[config.mk]
export PLATFORM = sky130hd
export DESIGN_NAME = axis_skew_feeder
export DESIGN_NICKNAME = d
export VERILOG_FILES = /design/src/rtl/axis_skew_feeder.sv
export SDC_FILE = /design/constraint.sdc
export NUM_CORES = 1
export LEC_CHECK = 0
export ABC_AREA = 1
export BUFFER_PORTS_ARGS = -buffer_cell sky130_fd_sc_hd__buf_2
export CORE_UTILIZATION = 43
export DETAILED_ROUTE_END_ITERATION = 16
export GPL_ROUTABILITY_DRIVEN = 0
export PLACE_DENSITY = 0.73
export SYNTH_ARGS = -nofsm -noshare
export SYNTH_HDL_FRONTEND = slang
export SYNTH_SLANG_ARGS = --single-unit
export TNS_END_PERCENT = 100
[constraint.sdc]
create_clock -name clk_i -period 1.75 [get_ports clk_i]
set_clock_uncertainty 0.05 [all_clocks]
set_input_delay 0.35 -clock clk_i [delete_from_list [all_inputs] [get_ports clk_i]]
set_output_delay 0.35 -clock clk_i [all_outputs]
set_load 0.005 [all_outputs]
[src/rtl/axis_skew_feeder.sv]
// AXI-Stream to systolic skew-buffer feeder: forwards beats, appends Size-1 zero
// flush beats after each tlast, and tracks per-column validity through the skew.
module axis_skew_feeder #(
  parameter int Width    = 8,
  parameter int Size     = 4,
  parameter int MaxBeats = 1024,
  parameter int CW       = $clog2(MaxBeats + 1)
) (
  input  logic                  clk_i,
  input  logic                  rst_ni,
  input  logic [Size*Width-1:0] s_axis_tdata,
  input  logic                  s_axis_tvalid,
  input  logic                  s_axis_tlast,
  output logic                  s_axis_tready,
  input  logic                  array_ready_i,
  output logic [Size*Width-1:0] x_o,
  output logic                  en_o,
  output logic [Size-1:0]       col_vld_o,
  output logic [Size-1:0]       col_last_o,
  output logic                  done_o,
  output logic [CW-1:0]         beats_o,
  output logic                  len_err_o
);

  localparam int FCW = (Size > 2) ? $clog2(Size - 1) : 1;

  typedef enum logic [0:0] {
    ST_RUN   = 1'b0,
    ST_FLUSH = 1'b1
  } state_e;

  state_e            state_r, state_nx_s;
  logic [FCW-1:0]    fc_r, fc_nx_s;
  logic              fire_s, en_s, tready_s, done_set_s, over_s;
  logic [Size-1:1]   v_r, l_r;
  logic [CW-1:0]     bc_r, bc_nx_s, stage_r, beats_r;
  logic [CW:0]       bc_inc_s;
  logic              done_r, err_r;

  // Next-state, flush counting and handshake decode.
  always_comb begin
    state_nx_s = state_r;
    fc_nx_s    = fc_r;
    tready_s   = 1'b0;
    fire_s     = 1'b0;
    en_s       = 1'b0;
    case (state_r)
      ST_RUN: begin
        tready_s = array_ready_i;
        fire_s   = s_axis_tvalid & array_ready_i;
        en_s     = fire_s;
        if (fire_s && s_axis_tlast) begin
          state_nx_s = ST_FLUSH;
          fc_nx_s    = '0;
        end else begin
          state_nx_s = ST_RUN;
        end
      end
      ST_FLUSH: begin
        en_s = array_ready_i;
        if (en_s) begin
          if (fc_r == FCW'(Size - 2)) begin
            state_nx_s = ST_RUN;
            fc_nx_s    = '0;
          end else begin
            fc_nx_s = fc_r + FCW'(1);
          end
        end else begin
          fc_nx_s = fc_r;
        end
      end
      default: begin
        state_nx_s = ST_RUN;
        fc_nx_s    = '0;
      end
    endcase
  end

  // Beat count with saturation at MaxBeats.
  always_comb begin
    bc_inc_s = {1'b0, bc_r} + {{CW{1'b0}}, 1'b1};
    over_s   = (bc_inc_s > (CW+1)'(MaxBeats));
    if (over_s) begin
      bc_nx_s = CW'(MaxBeats);
    end else begin
      bc_nx_s = bc_inc_s[CW-1:0];
    end
  end

  assign done_set_s = l_r[Size-1] & en_s;

  // State, validity skew pipeline, counters and status registers.
  always_ff @(posedge clk_i) begin
    if (!rst_ni) begin
      state_r <= ST_RUN;
      fc_r    <= '0;
      v_r     <= '0;
      l_r     <= '0;
      bc_r    <= '0;
      stage_r <= '0;
      beats_r <= '0;
      done_r  <= 1'b0;
      err_r   <= 1'b0;
    end else begin
      state_r <= state_nx_s;
      fc_r    <= fc_nx_s;
      if (fire_s) begin
        if (s_axis_tlast) begin
          stage_r <= bc_nx_s;
          bc_r    <= '0;
        end else begin
          bc_r <= bc_nx_s;
        end
        if (over_s) begin
          err_r <= 1'b1;
        end
      end
      // Pipeline advances only with the skew buffer so columns stay aligned.
      if (en_s) begin
        v_r[1] <= fire_s;
        l_r[1] <= fire_s & s_axis_tlast;
        for (int r = 2; r < Size; r++) begin
          v_r[r] <= v_r[r-1];
          l_r[r] <= l_r[r-1];
        end
      end
      done_r <= done_set_s;
      if (done_set_s) begin
        beats_r <= stage_r;
      end
    end
  end

  assign s_axis_tready = tready_s;
  assign en_o          = en_s;
  assign x_o           = fire_s ? s_axis_tdata : '0;
  assign col_vld_o     = {v_r, fire_s};
  assign col_last_o    = {l_r, fire_s & s_axis_tlast};
  assign done_o        = done_r;
  assign beats_o       = beats_r;
  assign len_err_o     = err_r;

endmodule
==> summary.txt <==
Setup path
  • FF-to-FF End: bc_r[4]
  • Cell mode on critical path: nand2_2
  • R2R Path Start: bc_r[1]
  • Worst-path cell chain: ha_4, nand2_4, nor2_4, nand2_2, nand2_2, nand2_2, inv_2, nand2_2, nor2_4, nand2_4, nand2_8, nand3_2, a21oi_1
  • Nature of the critical path endpoint: flop
  • Crit path max fanout: 5
  • Kind of critical path: reg2reg
  • Worst R2R Setup Slack: -0.06 ns
  • Startpoint types: flop
  • Worst Setup EP: bc_r[4]
  • Worst path required time: 1.93 ns
  • Slowest cell on the critical path: dfxtp_4
  • CP arrival: 1.99 ns
  • R2r worst-path depth: 13
  • Crit path launch: bc_r[1]
  • Worst path max stage delay: 0.38 ns

Finish
  • Design area: 3310 sq um
  • Fillcell total: 447
  • Syn-to-layout area delta: 46.4%
  • Util after Layout: 65.3%
  • N_diodes: 0
  • Most common cell after layout, fill and taps aside: buf_2
  • Area of the multi-input gates: 1260 sq um
  • Register area: 893 sq um
  • Net count, final: 492
  • Fraction of layout cells with a size suffix above 1: 42.7%
  • Commonest cells after routing, fill and taps aside: buf_2, nor2_1, inv_1

Timing
  • Final slew viol count: 0
  • Fin worst setup slack: -0.0613 ns
  • Max Freq: 552 MHz
  • Share of the cycle needed by the critical path after routing: 104%
  • Relative slew slack: 76.2%
  • RSZ-0062 raised after global routing: yes
  • Endpoints failing setup: 11
  • Fin crit period: 1.81 ns
  • Slew of the pin with the lowest slew margin: 0.357 ns
  • Final hold vios: 0

Floorplan
  • # IOs: 92
  • Horizontal die dimension: 74.6 microns
  • Initial Utilization: 44.6%
  • # rows: 26
  • Core Region: 5070 sq um
  • Vert. Die Dim: 74.6 microns
  • Die area: 5560 sq um

Clock network
  • Maximum root-to-sink buffer count: 2
  • CTS tree: done
  • TritonCTS buffer count: 5
  • H-tree levels: 2
  • Skew-Pair Late Insertion Delay: 0.30 ns
  • Clk slew on worst S/H paths: 0.08 ns
  • Hold_buf cts: 0
  • Clk sink count: 44
  • Root buffer cell: clkbuf_8

Routing
  • 1st-pass router iterations: 4
  • Avg WL per Cell: 11.4 microns
  • Starting DRT DRC Count: 122
  • Drt via density: 4.72
  • DR vias: 2,471
  • Drt total wl: 5980 microns
  • Final ANT Viol Nets: 0
  • DRC errors left: 0

Synthesis
  • Largest cells by area after synthesis: dfxtp_1, nor2_1, inv_1, nand2_1, o21ai_0
  • Mapped Cells: 334
  • Synth Warn #: 0
  • Seq/Total Area, Yosys: 38.9%
  • Yosys reg bits: 44
  • Top cell type's share of synthesized area: 38.9%
  • Cell taking the most area after synthesis: dfxtp_1
  • Syn_area_per_cell: 6.78 sq um
  • Post-synth cell types: 31
  • Post-Syn Area: 2260 sq um
  • Mapped Nets: 373

Placement
  • DP Area: 2920 sq um
  • PortBufs: 91
  • DP HPWL: 3960 microns

Status
  • Failing checks: setup timing
  • Outcome: finished, violations left

Global route
  • Initial antenna violation count: 0
  • Global route total overflow: 0
  • Largest net degree at the start of global routing: 31
  • Tot GR Track Use: 21.0%
  • Vias in the first global route: 2,198
  • First-pass GRT wire length: 8990 microns

Run
  • Maximum capacitance violations: 0

Pwr
  • Leak Pwr: 1.73 nW
  • Pwr dens: 638 nW/um^2
  • Worst vdd ir: 0.354 mV

Worst hold path
  • Hold depth: 4
  • Hold WC Path Type: in2reg
-- worst max-delay path, delay by kind of cell, from the launching register on --
family,cells,cell delay (ns)
AND/OR/NAND/NOR,10,0.94
flip-flops,1,0.38
AO/OA/AOI/OAI,1,0.16
adder cells (fa/ha/maj),1,0.15
buffers and inverters,1,0.05
-- flip-flops by register name, indices dropped and copies added (netlist names) --
signal / cells
beats_o: 11
len_err_o: 1
stage_r: 11
l_r: 3
fc_r: 2
v_r: 3
done_o: 1
state_r: 1
bc_r: 11
-- synth_stat cells (all sizes together) --
| master | n |
|---|---|
| o31ai | 1 |
| or2 | 1 |
| nand4 | 2 |
| buf | 4 |
| o21bai | 2 |
| a22oi | 1 |
| nor3 | 1 |
| nand2 | 59 |
| dfxtp | 44 |
| a21oi | 26 |
| ha | 2 |
| a211oi | 4 |
| nand3 | 18 |
| nor2 | 72 |
| clkinv | 2 |
| clkbuf | 10 |
| a31oi | 2 |
| inv | 58 |
| o21ai | 23 |
| nand3b | 2 |
-- stage by stage --
step	std cells	setup TNS, ns	hold WS, ns	total power [W]	setup slack [ns]
finish	524	-0.318	0.319	0.00211	-0.0613
detailed placement	504	-1.89	0.394	0.00134	-0.116
global placement	504	-0.322	0.389	0.00133	-0.0446
floorplan	334	0	0.396	0.00120	0.0274
CTS	513	-0.0243	0.321	0.00211	-0.0243
global route	524	-2.61	0.355	0.00221	-0.185
-- cell type report --
class / instances / share of cell area [%]
inverters: 60 / 6.83
clock buffers: 6 / 2.19
flip-flops and latches: 44 / 27.0
clock inverters: 2 / 1.06
well taps: 70 / 2.64
multi-input cells: 219 / 38.1
repair buffers: 123 / 22.2
-- metal layers --
layer	vias up	wire (microns)	GRT usage, %	share of wire, %
met5	-	0	0	0
met4	0	155	10.1	2.6
met3	15	283	3.79	4.7
met2	83	2990	38.0	50
met1	1099	2550	23.6	43
li1	1274	-	-	-
-- cell families after synthesis --
| kind of cell | Yosys count | share of synthesized area (%) |
|---|---|---|
| AND/OR/NAND/NOR | 155 | 30.9 |
| buffers and inverters | 74 | 13.5 |
| AO/OA/AOI/OAI | 59 | 15.5 |
| flip-flops | 44 | 38.9 |
| adder cells (fa/ha/maj) | 2 | 1.11 |
-- power by group --
group          switching (W)  internal, W  leakage (nW)  total (W)
clock network       0.000350     0.000424        0.0552   0.000774
registers          0.0000189      0.00103         0.360    0.00105
logic               0.000153     0.000138          1.32   0.000291
total               0.000522      0.00159          1.73    0.00211
-- how the worst min path moves through the flow --
stage                        startpoint         end
final                     array_ready_i      v_r[1]
after global routing      array_ready_i      v_r[1]
after floorplan              stage_r[8]  stage_r[8]
after detailed placement      len_err_o   len_err_o
after CTS                 array_ready_i      v_r[1]
after global placement        len_err_o   len_err_o
-- timing repair --
| action | in CTS | in global routing |
|---|---|---|
| buffers inserted | 0 | 9 |
| resized for setup | 15 | 29 |
| pin swaps | 3 | 16 |
| cloned | 1 | 2 |
| setup endpoints to repair | 62 | 44 |
No activity file was read; power rests on OpenSTA's default activity.
